**config.mk**
```make
export PLATFORM = sky130hd
export DESIGN_NAME = dual_issue_scheduler
export DESIGN_NICKNAME = d
export VERILOG_FILES = /design/src/rtl/dual_issue_scheduler.sv
export SDC_FILE = /design/constraint.sdc
export NUM_CORES = 1
export LEC_CHECK = 0
export ABC_AREA = 1
export BUFFER_PORTS_ARGS = -buffer_cell sky130_fd_sc_hd__buf_4
export CAP_MARGIN = 20
export CORE_MARGIN = 10
export CORE_UTILIZATION = 47
export CTS_CLUSTER_DIAMETER = 120
export DETAILED_ROUTE_END_ITERATION = 8
export PLACE_DENSITY = 0.83
export SYNTH_ARGS = -nofsm -noshare
export SYNTH_HDL_FRONTEND = slang
export SYNTH_SLANG_ARGS = --single-unit
```
**constraint.sdc**
```tcl
create_clock -name clk -period 3.5 [get_ports clk]
set_input_delay 0.35 -clock clk [delete_from_list [all_inputs] [get_ports clk]]
set_output_delay 0.35 -clock clk [all_outputs]
set_load 0.01 [all_outputs]
```
**src/rtl/dual_issue_scheduler.sv**
```systemverilog
// Issue stage of the two-issue core. Each cycle it decides which instructions of the fetched
// pair go to pipe0 (always the older one) and pipe1. A pair is split on an intra-pair RAW
// dependency, on two memory ops, on a control-flow op in slot0, or when slot1 reads a pending
// load result. The younger half of a split pair is held and issued alone on a later cycle. A
// single bubble is inserted on load-use. Issue outputs are registered and feed ID/EX.
//
// Ports:
//   clk, rst                  clock, asynchronous active-high reset
//   in_valid, in1_valid       pair present / slot1 holds a valid instruction
//   in0_* / in1_*             decoded source/dest regs, hazard flags, opaque payload
//   stall, flush              downstream freeze / redirect (flush wins)
//   in_ready                  pair consumed this cycle (combinational)
//   iss0_*, iss1_*            registered pipe0/pipe1 valid and payload
module dual_issue_scheduler #(
    parameter int unsigned PW = 32
) (
    input  logic          clk,
    input  logic          rst,
    input  logic          in_valid,
    input  logic          in1_valid,
    input  logic [4:0]    in0_rs1,
    input  logic [4:0]    in0_rs2,
    input  logic [4:0]    in0_rd,
    input  logic          in0_reg_write,
    input  logic          in0_mem,
    input  logic          in0_load,
    input  logic          in0_ctrl,
    input  logic [PW-1:0] in0_payload,
    input  logic [4:0]    in1_rs1,
    input  logic [4:0]    in1_rs2,
    input  logic [4:0]    in1_rd,
    input  logic          in1_reg_write,
    input  logic          in1_mem,
    input  logic          in1_load,
    input  logic          in1_ctrl,
    input  logic [PW-1:0] in1_payload,
    input  logic          stall,
    input  logic          flush,
    output logic          in_ready,
    output logic          iss0_valid,
    output logic          iss1_valid,
    output logic [PW-1:0] iss0_payload,
    output logic [PW-1:0] iss1_payload
);

    typedef enum logic {StEmpty, StHeld} state_e;

    state_e        state_q, state_d;
    logic [4:0]    held_rs1_q, held_rs2_q, held_rd_q;
    logic          held_load_q;
    logic [PW-1:0] held_payload_q;
    logic [4:0]    lu_rd_q, lu_rd_d;

    logic lu_in0, lu_held, lu_in1, dep, str, ctl, split;
    logic issue0, issue0_held, issue1, capture_held;
    logic load0;
    logic [4:0] rd0;

    // Slot1's register use and control flag never matter once it issues alone or as pipe1.
    logic unused_in1;
    assign unused_in1 = ^{in1_reg_write, in1_ctrl};

    // Hazard detection; register 0 never creates a hazard.
    assign lu_in0  = (lu_rd_q != 5'd0) && (in0_rs1 == lu_rd_q || in0_rs2 == lu_rd_q);
    assign lu_held = (lu_rd_q != 5'd0) && (held_rs1_q == lu_rd_q || held_rs2_q == lu_rd_q);
    assign lu_in1  = (lu_rd_q != 5'd0) && (in1_rs1 == lu_rd_q || in1_rs2 == lu_rd_q);
    assign dep     = in0_reg_write && (in0_rd != 5'd0) &&
                     (in1_rs1 == in0_rd || in1_rs2 == in0_rd);
    assign str     = in0_mem && in1_mem;
    assign ctl     = in0_ctrl;
    assign split   = dep || str || ctl || lu_in1;

    // State register
    always_ff @(posedge clk or posedge rst) begin
        if (rst) begin
            state_q <= StEmpty;
        end else if (flush) begin
            state_q <= StEmpty;
        end else if (!stall) begin
            state_q <= state_d;
        end
    end

    // Next-state logic
    always_comb begin
        state_d = state_q;
        unique case (state_q)
            StEmpty: if (capture_held) state_d = StHeld;
            StHeld:  if (issue0)       state_d = StEmpty;
            default: state_d = StEmpty;
        endcase
    end

    // Issue decisions for this cycle; all zero while stalled or flushing.
    always_comb begin
        in_ready     = 1'b0;
        issue0       = 1'b0;
        issue0_held  = 1'b0;
        issue1       = 1'b0;
        capture_held = 1'b0;
        if (!flush && !stall) begin
            unique case (state_q)
                StEmpty: begin
                    if (in_valid && !lu_in0) begin
                        in_ready = 1'b1;
                        issue0   = 1'b1;
                        if (in1_valid) begin
                            if (split) capture_held = 1'b1;
                            else       issue1       = 1'b1;
                        end
                    end
                end
                StHeld: begin
                    if (!lu_held) begin
                        issue0      = 1'b1;
                        issue0_held = 1'b1;
                    end
                end
                default: ;
            endcase
        end
    end

    // Track the destination of a load issued this edge; at most one load can issue per cycle.
    always_comb begin
        load0   = issue0_held ? held_load_q : in0_load;
        rd0     = issue0_held ? held_rd_q   : in0_rd;
        lu_rd_d = 5'd0;
        if (issue0 && load0) begin
            lu_rd_d = rd0;
        end else if (issue1 && in1_load) begin
            lu_rd_d = in1_rd;
        end
    end

    // Datapath registers
    always_ff @(posedge clk or posedge rst) begin
        if (rst) begin
            iss0_valid     <= 1'b0;
            iss1_valid     <= 1'b0;
            iss0_payload   <= '0;
            iss1_payload   <= '0;
            held_rs1_q     <= 5'd0;
            held_rs2_q     <= 5'd0;
            held_rd_q      <= 5'd0;
            held_load_q    <= 1'b0;
            held_payload_q <= '0;
            lu_rd_q        <= 5'd0;
        end else if (flush) begin
            iss0_valid <= 1'b0;
            iss1_valid <= 1'b0;
            lu_rd_q    <= 5'd0;
        end else if (!stall) begin
            iss0_valid <= issue0;
            iss1_valid <= issue1;
            lu_rd_q    <= lu_rd_d;
            if (issue0) iss0_payload <= issue0_held ? held_payload_q : in0_payload;
            if (issue1) iss1_payload <= in1_payload;
            if (capture_held) begin
                held_rs1_q     <= in1_rs1;
                held_rs2_q     <= in1_rs2;
                held_rd_q      <= in1_rd;
                held_load_q    <= in1_load;
                held_payload_q <= in1_payload;
            end
        end
    end

endmodule

```
**Word level (Yosys, flattened, before mapping)**

Cells that the tools add are included.

- Register bits after elaboration: 120
- Input bits: 108
- Output and inout port bits: 67
- Word-level logic and storage cells: 82

- Eq/ne operators: 9
- Multiplexer cells: 34
- Bitwise gates (word level): 3
- Reduce and logical (&&, ||, !) cells: 25

Operators with widths:

| operator | number |
|---|---|
| 5-bit == test | 8 |
| 32-bit two-way mux | 1 |
| 1-bit two-way mux | 26 |
| 5-bit two-way mux | 5 |
| 1-bit logical AND | 10 |
| 5-bit nonzero test | 2 |
| 3-bit AND reduction | 3 |
| 1-bit logical OR | 7 |
| 1-bit one-hot mux with 2 select lines | 2 |
| 1-bit zero test | 3 |
| 1-bit NOT | 3 |
| 2-bit by 1-bit != test with 1-bit output, second input constant | 1 |

**Depth between registers and ports, before layout**

- Word-level depth: 16
- Depth in mapped cells: 15
- Gate-level depth less buffers: 12

**Least setup slack after synthesis**

Ideal clock, no wire load.

- Kind: register -> register
- From: register lu_rd_q[3]
- To: register iss1_payload[10]
- Setup time: 0.117 ns
- Arrival time: 1.580 ns
- Data required time: 3.383 ns
- Slack: 1.804 ns
- Cell stages (with the launch flop): 12
- Buffers on the path: 3
- Clock period less this slack: 1.696 ns
- Path through: dfrtp_1 -> buf_4 -> nor3_1 -> nand3_1 -> nand2_1 -> nand3_2 -> nor2_4 -> inv_2 -> buf_6 -> buf_6 -> nand2_1 -> nand2_1

- Cells in the longest elaborated chain, start to end: 10
- Elaborated cells on any way between the ends: 18
- Classes of those cells: eq/ne: 4; mux: 5; reduce/logical: 9

RTL lines:

| item | RTL line | text |
|---|---|---|
| start: declaration | 52 | `logic [4:0] lu_rd_q, lu_rd_d;` |
| start signal: assignment | 156 | `lu_rd_q <= lu_rd_d;` |
| 5-bit == test | 66 | `assign lu_in1 = (lu_rd_q != 5'd0) && (in1_rs1 == lu_rd_q \|\| in1_rs2 == lu_rd_q);` |
| 1-bit logical OR | 66 |  |
| 1-bit logical AND | 66 |  |
| 1-bit logical OR | 71 | `assign split = dep \|\| str \|\| ctl \|\| lu_in1;` |
| 1-bit two-way mux | 108 | `if (split) capture_held = 1'b1;` |
| 1-bit two-way mux | 107 | `if (in1_valid) begin` |
| 1-bit two-way mux (*) | 104 | `if (in_valid && !lu_in0) begin` |
| 1-bit two-way mux (*) | 102 | `unique case (state_q)` |
| 1-bit two-way mux (*) | 101 | `if (!flush && !stall) begin` |
| 3-bit AND reduction (no line) (*) | n/a |  |
| end signal: assignment | 158 | `if (issue1) iss1_payload <= in1_payload;` |
| end: declaration | 43 | `output logic [PW-1:0] iss1_payload` |

Mark *: on every way between the ends. The rest lies on a longest branch, timed or not.
A chain may end at the register's enable or synchronous reset.

**Final worst setup path**

- From: register lu_rd_q[3]
- To: register iss1_payload[26]

The elaborated chain is that of the path after synthesis.

==> run metrics <==
status=finished clean; initial core utilization=47.86%; post-route setup TNS=0 ns; initial antenna violation count=0; slew at the pin with the worst max-slew slack=0.8570 ns; clk_skew=0.008882 ns; drt pass-1 iters=5; Min Clock Period, post-route=2.590 ns; fraction of final layout cells sized beyond drive strength 1=29.79%; vias=5132; Crit. End Element=flip-flop; DRC Markers=0; master of the slowest instance on the critical path=dfrtp_1; setup slack on the worst flop-to-flop path=0.91 ns; final setup violating endpoints=0; number of distinct library cells after synthesis=29; Critical R2R Launch=lu_rd_q[3]$_DFFE_PP0P_; normalized max-slew margin=42.78%; data required time of the critical path=3.75 ns; startpoint type of the worst setup path=flip-flop; first-pass GRT wire length=26680 um; total of buffers placed on input and output ports=172; worst slack, placed=0.8934 ns; global-route usage over all layers=20.00%; sequential fraction of the synthesis area=52.46%; I/O pins=175; FMAX=386.2 MHz; global-route met2 utilization=31.53%; Setup Crit Path Kind=flip-flop to flip-flop; fill cell total of the finished layout=1015; synthesized flop and latch total=120; # resized after CTS=0; clock insertion delay at the later pin of the skew report=0.40 ns; Horiz. Die Dim=130.4 um; Die Span Y=130.4 um; part of the cycle the worst path needs=73.99%; ratio of total power to cell area=627.1 nW/um^2; global routing's busiest layer=met2; TritonCTS clock tree=built; Worst path max stage delay=0.51 ns; Worst Setup SP=lu_rd_q[3]$_DFFE_PP0P_; post-DP HPWL=11940 um; post-synthesis net count=787; count of buffers added by post-CTS timing repair for setup=0; final antenna diode count=0; hold buffer count at CTS=0; grt ovf=0; Net Switching=1329 uW; Clk pwr share=37.8%; layout-stage area growth over the synthesis result=33.77%; worst reg2reg path depth=8; number of standard-cell rows in the floorplan=40; final weighted congestion of routability-driven global placement=0.8770; logic gate share of total power=22.3%; CP cell instances=nor3_1 > nand3_1 > nand2_1 > nand3_2 > nor2_4 > inv_2 > nand2_1 > o21ai_0; pin count of the biggest net entering global routing=121; cell-internal power=3472 uW; overall power after layout=4802 uW; final WL=16600 um; part of the total power dissipated in sequential elements=40.0%; number of routed nets with antenna violations=0; cell mode on critical path=nand2_1; synthesized area per cell=8.430 sq um; placed cell areas=7044 sq um; met1 GRT Util=23.81%; via density per instance=5.117; Die Footprint=16990 sq um; synth warn=0; cell area after synthesis=5724 sq um; register clock-pin slew on the reported worst setup and hold paths=0.05 ns; Lkg Pwr=0.004013 uW; Clk Tree Root Cell=clkbuf_16; Hold Fails Final Rpt=0; DRC violation total after the first TritonRoute iteration=318; multi-input gate area in the final layout=2182 sq um; Core Box Area=11960 sq um; cell count after synthesis=679; class of the tightest hold or removal check=input port to asynchronous set/reset pin; max-slew violations=0; flip-flop and latch area=3003 sq um; setup slack after layout=0.9104 ns; final design instance area without fill=7657 sq um; vias in the first global route=5270; level count of the clock H-tree=4; Max rail drop VDD=0.0004075 V; Critical R2R Capture=iss1_payload[26]$_DFFE_PP0P_; met3 demand-to-capacity share in global routing=7.911%; Layout Cells excl Fill=1003; post-placement cell count=972; switching share of total power=27.68%; number of nets in the final layout=952; RSZ-0062 raised after global routing=no; number of violations of the max-capacitance limit=0; largest fanout of any net on the critical path=48; wire per inst=16.55 um; number of buffers created by CTS=17; Max Buffers Root-to-Sink=2; clock sink count=120; arrival time of the worst setup path=2.84 ns
[kinds of logic after synthesis]
group	Yosys count	share of synthesized area [%]
and+or+nand+nor	322	23.43
DFF	120	52.46
xor gates and xnor gates	17	2.601
AOI/OAI and AO/OA	106	12.04
buffers and inverters	114	9.464
[power by group through the flow]
stage               sequential, uW  combinational [uW]  clock [uW]
floorplan                     1980                 466           0
global placement              1920                1050           0
detailed placement            1930                1080           0
CTS                           1920                1090        1840
global route                  1960                1190        1910
finish                        1920                1070        1810
[area by class of cell]
class | count | area share (%)
clock buffers | 23 | 6.111
clock inverters | 8 | 1.895
inverters | 78 | 3.873
multi-input cells | 445 | 28.50
flip-flops and latches | 120 | 39.22
well taps | 147 | 2.402
repair buffers | 182 | 18.01
[per-stage QoR]
step | util [%] | hold WS [ns]
3_5_place_dp | 58.89 | 0.4623
2_1_floorplan | - | 0.4482
3_3_place_gp | 58.89 | 0.4557
5_1_grt | 64.02 | 0.1393
4_1_cts | 64.02 | 0.1392
6_report | 64.02 | 0.1125
[layer usage]
layer	wire length, um	vias up
met5	0	-
met4	482	0
met3	1476	35
met2	7830	185
met1	6810	2421
li1	-	2491
[sequential cells by signal, indices dropped and copies added (netlist names)]
signal,count
held_payload_q,32
iss0_payload,32
iss1_payload,32
held_rd_q,5
held_rs1_q,5
held_rs2_q,5
lu_rd_q,5
held_load_q,1
iss0_valid,1
iss1_valid,1
state_q,1
[Yosys cell counts (all sizes together)]
master	count	area [sq um]
a21oi	26	216.5
buf	30	225.2
clkbuf	6	23.77
dfrtp	120	3003
inv	78	292.8
nand2	182	685.7
nand3	29	172.7
nand4	2	12.51
nor2	73	281.5
nor3	34	170.2
nor3b	1	12.51
o21ai	47	265.3
o22ai	32	200.2
o31ai	1	7.510
or2	1	6.260
xnor2	10	87.58
xor2	7	61.31
[placed cells by master, fill, tap and decap left out, drive strengths merged]
master    count
o31ai         1
dfrtp       120
clkinv        2
nor3b         1
o21ai        47
nor3         34
nand3        29
a21oi        26
nand4         2
nor2         73
or2           1
xnor2        10
xor2          7
buf         182
clkinvlp      3
nand2       182
inv          77
bufinv        4
o22ai        32
clkbuf       23
[worst max-delay path: cells and delay by family (launching register included)]
kind	cells	cell delay (ns)
AO/OA/AOI/OAI	1	0.09
flip-flops	1	0.51
AND/OR/NAND/NOR	6	1.33
buffers and inverters	1	0.48
[how the worst max path moves through the flow]
stage,end,slack [ns]
finish,iss1_payload[26]$_DFFE_PP0P_,0.91
global route,iss1_payload[26]$_DFFE_PP0P_,0.56
CTS,iss1_payload[26]$_DFFE_PP0P_,0.83
detailed placement,iss1_payload[26]$_DFFE_PP0P_,0.89
global placement,iss1_payload[13]$_DFFE_PP0P_,0.95
floorplan,held_load_q$_DFFE_PP0P_,1.68
Power figures use the tool's default switching activity.
